[config.mk]
export PLATFORM = sky130hd
export DESIGN_NAME = regfile_wb
export DESIGN_NICKNAME = d
export VERILOG_FILES = /design/src/rtl/regfile_wb.sv
export SDC_FILE = /design/constraint.sdc
export NUM_CORES = 2
export LEC_CHECK = 0
export ABC_AREA = 1
export CORE_MARGIN = 1.5
export CORE_UTILIZATION = 45
export CTS_CLUSTER_DIAMETER = 50
export DETAILED_ROUTE_END_ITERATION = 6
export PLACE_DENSITY = 0.62
export RECOVER_POWER = 25
export SLEW_MARGIN = 20
export SYNTH_ARGS = -nofsm -noshare
export SYNTH_HDL_FRONTEND = slang
export SYNTH_SLANG_ARGS = --single-unit
[constraint.sdc]
create_clock -name clk -period 5.5 [get_ports clk]
set_input_delay 0.825 -clock clk [delete_from_list [all_inputs] [get_ports clk]]
set_output_delay 0.825 -clock clk [all_outputs]
set_load 0.005 [all_outputs]
[src/rtl/regfile_wb.sv]
// regfile_wb: general-purpose register file fed by the MEM/WB write-back triple.
// Two asynchronous read ports serve the ID stage. Register 0 reads as zero and
// has no storage. A write landing in the same cycle as a read of the same
// register is forwarded straight to the read port, which covers the
// distance-3 RAW hazard without a stall.
// NUM_REGS is expected to equal 2**ADDR_W.
module regfile_wb #(
    parameter int DATA_W   = 32,
    parameter int ADDR_W   = 5,
    parameter int NUM_REGS = 32
) (
    input  logic              clk,
    input  logic              rst,
    input  logic              we,
    input  logic [ADDR_W-1:0] waddr,
    input  logic [DATA_W-1:0] wdata,
    input  logic              re1,
    input  logic [ADDR_W-1:0] raddr1,
    output logic [DATA_W-1:0] rdata1,
    input  logic              re2,
    input  logic [ADDR_W-1:0] raddr2,
    output logic [DATA_W-1:0] rdata2
);

    // Storage for registers 1..NUM_REGS-1 only; index 0 is synthesised away.
    logic [DATA_W-1:0] regs_q [1:NUM_REGS-1];
    logic [DATA_W-1:0] regs_d [1:NUM_REGS-1];

    // A write is committed only outside reset and never to register 0.
    logic wr_commit;
    assign wr_commit = !rst && we && (waddr != '0);

    // Next-state for the array: hold, clear on reset, or take the write-back data.
    always_comb begin
        for (int i = 1; i < NUM_REGS; i++) begin
            regs_d[i] = regs_q[i];
        end
        if (rst) begin
            for (int i = 1; i < NUM_REGS; i++) begin
                regs_d[i] = '0;
            end
        end else if (wr_commit) begin
            for (int i = 1; i < NUM_REGS; i++) begin
                if (waddr == ADDR_W'(i)) begin
                    regs_d[i] = wdata;
                end
            end
        end
    end

    // Register array update; reset is folded into regs_d, so this is a plain register.
    always_ff @(posedge clk) begin
        for (int i = 1; i < NUM_REGS; i++) begin
            regs_q[i] <= regs_d[i];
        end
    end

    // Array lookup for read port 1; a decoded mux avoids indexing the
    // nonexistent entry 0.
    logic [DATA_W-1:0] arr1;
    always_comb begin
        arr1 = '0;
        for (int i = 1; i < NUM_REGS; i++) begin
            if (raddr1 == ADDR_W'(i)) begin
                arr1 = regs_q[i];
            end
        end
    end

    // Array lookup for read port 2, same structure as port 1.
    logic [DATA_W-1:0] arr2;
    always_comb begin
        arr2 = '0;
        for (int i = 1; i < NUM_REGS; i++) begin
            if (raddr2 == ADDR_W'(i)) begin
                arr2 = regs_q[i];
            end
        end
    end

    // Read port 1 priority: reset, r0, disabled, bypass, stored value.
    // Reset is tested first so X on enable/address cannot reach rdata1.
    always_comb begin
        rdata1 = '0;
        if (rst) begin
            rdata1 = '0;
        end else if (raddr1 == '0) begin
            rdata1 = '0;
        end else if (!re1) begin
            rdata1 = '0;
        end else if (we && (waddr == raddr1)) begin
            rdata1 = wdata;
        end else begin
            rdata1 = arr1;
        end
    end

    // Read port 2 priority: identical to port 1.
    always_comb begin
        rdata2 = '0;
        if (rst) begin
            rdata2 = '0;
        end else if (raddr2 == '0) begin
            rdata2 = '0;
        end else if (!re2) begin
            rdata2 = '0;
        end else if (we && (waddr == raddr2)) begin
            rdata2 = wdata;
        end else begin
            rdata2 = arr2;
        end
    end

endmodule

# After elaboration in Yosys (flattened, before gate mapping)
# Memories as Yosys holds them, arrays and structs flattened.
# Cells that the tools add are included.
[classes] reduce_logical=8 n_eq_ne=95 mux=103
[op_table] operator="$mux 32" count=101
[op_table] operator="$mux 992" count=2
[op_table] operator="$eq 5x5->1 const B" count=48
[op_table] operator="$eq 5x4->1 const B" count=24
[op_table] operator="$eq 5x3->1 const B" count=12
[op_table] operator="$eq 5x2->1 const B" count=6
[op_table] operator="$eq 5x1->1 const B" count=3
[op_table] operator="$eq 5x5->1" count=2
[op_table] operator="$logic_not 5->1" count=2
[op_table] operator="$reduce_bool 5->1" count=1
[op_table] operator="$logic_and 1x1->1" count=4
[op_table] operator="$logic_not 1->1" count=1
[totals] out_inout_bits=64 ramBits=992 wordCells=207 n_memories=1 input_bits=52 regBits=0
[mem_list] name="regs_q" depth=31 width=32 rd=31 rd_ports_with_merged_regs=0 wr=31 line="26" source="logic [DATA_W-1:0] regs_q [1:NUM_REGS-1];"

# Longest topological paths before layout
[depth] word_depth=36 depth_mapped=26 mapped_depth_nobuf=26

# Worst setup path before layout
# No wires, ideal clock.
[synth_timing] path_type="input to output" from="in raddr2[1]" to="out rdata2[29]" t_required_ps=4675 path_buffers=3 path_slack_ps=1866 stages=22 t_arrival_ps=2809 cell_sequence="buf_2 -> nand2_1 -> nor2_1 -> nand2_2 -> inv_2 -> buf_4 -> buf_2 -> nand2_1 -> nand2_1 -> nand4_1 -> nor2_1 -> nand4_1 -> nor2_1 -> nand4_1 -> nor2_1 -> nand4_1 -> nor2_1 -> nand4_1 -> nor2_1 -> nand4_1 -> nor2_1 -> nor2_1"
[synth_via] elab_chain_cells=36 word_cells_on_any_way=69 cone_classes="32 x eq/ne; 35 x mux; 2 x reduce/logical"
[synth_lines] item="start: declaration" line="21" source="input logic [ADDR_W-1:0] raddr2,"
[synth_lines] item="$eq 5x1->1" line="75" source="if (raddr2 == ADDR_W'(i)) begin"
[synth_lines] item="$mux 32 (31 in series)" line="75"
[synth_lines] item="$mux 32" line="107" source="end else if (we && (waddr == raddr2)) begin"
[synth_lines] item="$mux 32" line="105" source="end else if (!re2) begin"
[synth_lines] item="$mux 32 *" line="103" source="end else if (raddr2 == '0) begin"
[synth_lines] item="$mux 32 *" line="101" source="if (rst) begin"
[synth_lines] item="end: declaration" line="22" source="output logic [DATA_W-1:0] rdata2"
# Mark *: on every way between the ends. The rest lies on a longest branch, timed or not.

# Final worst setup path
[layout_timing] from="in raddr1[2]" to="out rdata1[1]"
[layout_via] elab_chain_cells=36 word_cells_on_any_way=69 cone_classes="32 x eq/ne; 35 x mux; 2 x reduce/logical"
[layout_lines] item="start: declaration" line="18" source="input logic [ADDR_W-1:0] raddr1,"
[layout_lines] item="$eq 5x1->1" line="64" source="if (raddr1 == ADDR_W'(i)) begin"
[layout_lines] item="$mux 32 (31 in series)" line="64"
[layout_lines] item="$mux 32" line="91" source="end else if (we && (waddr == raddr1)) begin"
[layout_lines] item="$mux 32" line="89" source="end else if (!re1) begin"
[layout_lines] item="$mux 32 *" line="87" source="end else if (raddr1 == '0) begin"
[layout_lines] item="$mux 32 *" line="85" source="if (rst) begin"
[layout_lines] item="end: declaration" line="19" source="output logic [DATA_W-1:0] rdata1,"
# Marks and branches as above.

==> flow_metrics.py <==
metrics = {
    "final_layout": {
        "top_regs": "regs_q (992)",
        "finish.utilization_pct": 55.3,
        "layoutNonFillerInstCount": 10105,
        "fin_nets": 8542,
        "final-seq-area_mm2": 0.0199,
        "regMostFlops": "regs_q",
        "largest_reg_flops": 992,
        "drive_gt1_share_pct": 13.7,
        "fillers": 11366,
        "multi_input_area_mm2": 0.0275,
        "syn_to_final_growth_pct": 21.6,
    },
    "run_status": {
        "status": "finished with violations",
        "violations": "design-rule violations, max-capacitance violations, max-slew violations",
    },
    "route": {
        "routed_wl_um": 247000,
        "dr.pass1.iters": 7,
        "drc": 1,
        "vias": 58902,
        "wl_per_cell_um": 24.5,
        "drtAntennaViolNets": 0,
        "first_iter_violations": 7598,
        "viasPerCell": 5.83,
    },
    "floorplan": {
        "dieHeight_um": 341,
        "io_pins": 116,
        "die_x_um": 341,
        "initial_utilization_pct": 45.5,
        "num_rows": 123,
        "core_area_mm2": 0.113,
        "dieArea_mm2": 0.116,
    },
    "timing": {
        "hold_viol": 0,
        "max_clock_freq_mhz": 183,
        "setup_viol": 0,
        "setup_ws_ns": 0.0258,
        "period_share_pct": 99.5,
        "drv_slew": 579,
        "min_period_ns": 5.47,
        "tightest_slew_ns": 3.27,
        "fin_skew_ns": 0,
        "maxSlewHeadroom_pct": -118,
    },
    "critical_path": {
        "worstSetupStartpoint": "raddr1[2]",
        "crit_fanout": 10,
        "cp.required_ns": 4.68,
        "cp.arrival_ns": 4.65,
        "path_class": "in2out",
        "critical_path.endpoint_type": "output port",
        "critPathLaunchType": "primary input",
        "r2r_start": "regs_q[0][1010]$_SDFFE_PP0P_",
    },
    "clocking": {
        "clock-sinks": 992,
        "clk_pin_slew_ns": 0.06,
        "cts_tree": "built",
        "clock_latency_ns": 0.76,
        "htreeDepth": 4,
        "cts_root_buf": "clkbuf_16",
        "cts_buffers": 139,
        "clock_tree.buffer_depth": 3,
    },
    "logic_synthesis": {
        "syn_nets": 8364,
        "netlist.top_cell.by_area": "dfxtp_1",
        "yosysUniqueCellTypes": 28,
        "synth.top_cell.area_share_pct": 38.6,
        "synth_warnings": 0,
        "synthCells": 8312,
        "avgSynthCellArea_um2": 6.19,
        "ys_ff_latch": 992,
        "syn_area_mm2": 0.0514,
        "synthTopCellsByArea": "dfxtp_1 39%, nand2_1 15%, nor2_1 9.9%",
        "ys_seq_area_share_pct": 38.6,
    },
    "power_and_ir_drop": {
        "ir_drop_mv": 0.291,
        "p_leak_nw": 23.5,
        "power_density_mw_per_mm2": 289,
    },
    "grt": {
        "track_usage_pct": 41.1,
        "grt_pass1_wl_um": 356000,
        "met2_usage_pct": 62.5,
        "grt_pass1_vias": 53406,
        "grtUsageMet1_pct": 51.1,
        "met3_usage_pct": 8.83,
        "overflow": 0,
        "antenna_found_initial": 11,
        "grt_start_max_net_pins": 257,
        "top_usage_layer": "met2",
    },
    "place": {
        "portBuffers": 115,
        "dpl_worst_slack_ns": -0.643,
        "dpl.hpwl_um": 168000,
        "gp_congestion": 0.987,
        "dp_cells": 9816,
    },
    "min_path": {
        "min-delay-path-class": "reg2reg",
        "min_from": "regs_q[0][471]$_SDFFE_PP0P_",
    },
    "run": {
        "maxCapViolations": 14,
    },
}
layout make-up:
cell class / count / share of cell area [%]
well taps: 1500 / 3.00
multi-input cells: 6023 / 43.9
repair buffers: 675 / 9.62
inverters: 659 / 4.03
diodes: 3 / 0.0120
clock inverters: 65 / 1.21
flip-flops and latches: 992 / 31.8
clock buffers: 188 / 6.42
path summary, 6_finish.rpt:
kind | endpoint | slack [ns] | cells after the start
worst min register to register | regs_q[0][471]$_SDFFE_PP0P_ | 0.46 | 2
worst min-delay path | regs_q[0][471]$_SDFFE_PP0P_ | 0.46 | 2
worst max register to register | regs_q[0][1010]$_SDFFE_PP0P_ | 4.65 | 2
worst max-delay path | rdata1[1] | 0.03 | 27
what timing repair did:
item	CTS	global route
setup endpoints to repair	62	56
pin swaps	168	345
cloned	1	1
buffers inserted	19	15
gates resized for setup	167	212
hold buffers	0	0
logic make-up after synthesis:
logic type	share of synthesized area, %
compound gates	16.5
simple gates	35.2
buf+inv	9.66
flops	38.6
metal layers:
layer	wire, um	vias to the layer above
li1	-	27211
met1	94000	27406
met2	107000	3474
met3	26300	809
met4	20100	2
met5	13	-
layout by cell type, fill, tap and decap left out, types with 28 or more instances in the layout:
| master | instances |
|---|---|
| a21oi_1 | 738 |
| buf_12 | 54 |
| buf_4 | 464 |
| clkbuf_1 | 38 |
| clkbuf_16 | 146 |
| clkdlybuf4s50_1 | 38 |
| dfxtp_1 | 992 |
| dlymetal6s2s_1 | 30 |
| inv_1 | 621 |
| nand2_1 | 1961 |
| nand2_2 | 75 |
| nand3_1 | 404 |
| nand3_2 | 28 |
| nand4_1 | 409 |
| nor2_1 | 1221 |
| nor2_2 | 132 |
| o21ai_0 | 917 |
| or2_2 | 72 |
power by group:
part	total, mW	switching [mW]	internal [mW]
Sequential	7.27	0.0310	7.24
Clock	9.34	3.67	5.68
Combinational	1.48	1.08	0.405
Total	18.1	4.77	13.3
stage by stage:
stage | TNS (ns) | hold slack (ns) | cell area (um^2) | power, mW
3_3_place_gp | -21.74 | 0.447 | 56500 | 8.80
3_5_place_dp | -21.12 | 0.453 | 56600 | 8.80
6_report | 0 | 0.462 | 62500 | 18.1
5_1_grt | -0.0202 | 0.473 | 62500 | 18.5
4_1_cts | -0.0228 | 0.461 | 61900 | 18.1
2_1_floorplan | 0 | 0.437 | 51400 | 8.08
cell usage after synthesis, drive strengths merged:
| cell type | n |
|---|---|
| a21oi | 751 |
| a221oi | 4 |
| buf | 72 |
| clkbuf | 567 |
| clkinv | 10 |
| dfxtp | 992 |
| inv | 649 |
| nand2 | 2044 |
| nand3 | 434 |
| nand3b | 4 |
| nand4 | 409 |
| nor2 | 1366 |
| nor3 | 4 |
| o2111ai | 4 |
| o211ai | 2 |
| o21ai | 919 |
| o22ai | 6 |
| or2 | 75 |
critical path, stage by stage:
cell	delay (ns)
clkdlybuf4s15_2	0.19
buf_6	0.14
buf_4	0.14
nand2_1	0.07
nor2_2	0.05
nand2_2	0.14
inv_4	0.09
buf_4	0.21
a21oi_1	0.14
nand4_1	0.30
nand2_1	0.18
nand4_1	0.13
nor2_1	0.19
nand3_1	0.10
nand2_1	0.10
nand3_1	0.10
nand2_1	0.08
nand3_1	0.07
nand2_1	0.16
nand4_1	0.14
nor2_1	0.16
nand4_1	0.12
nor2_1	0.15
nand4_1	0.10
nand2_1	0.08
inv_1	0.04
clkdlybuf4s50_1	0.43
No activity file was read; power rests on OpenSTA's default activity.
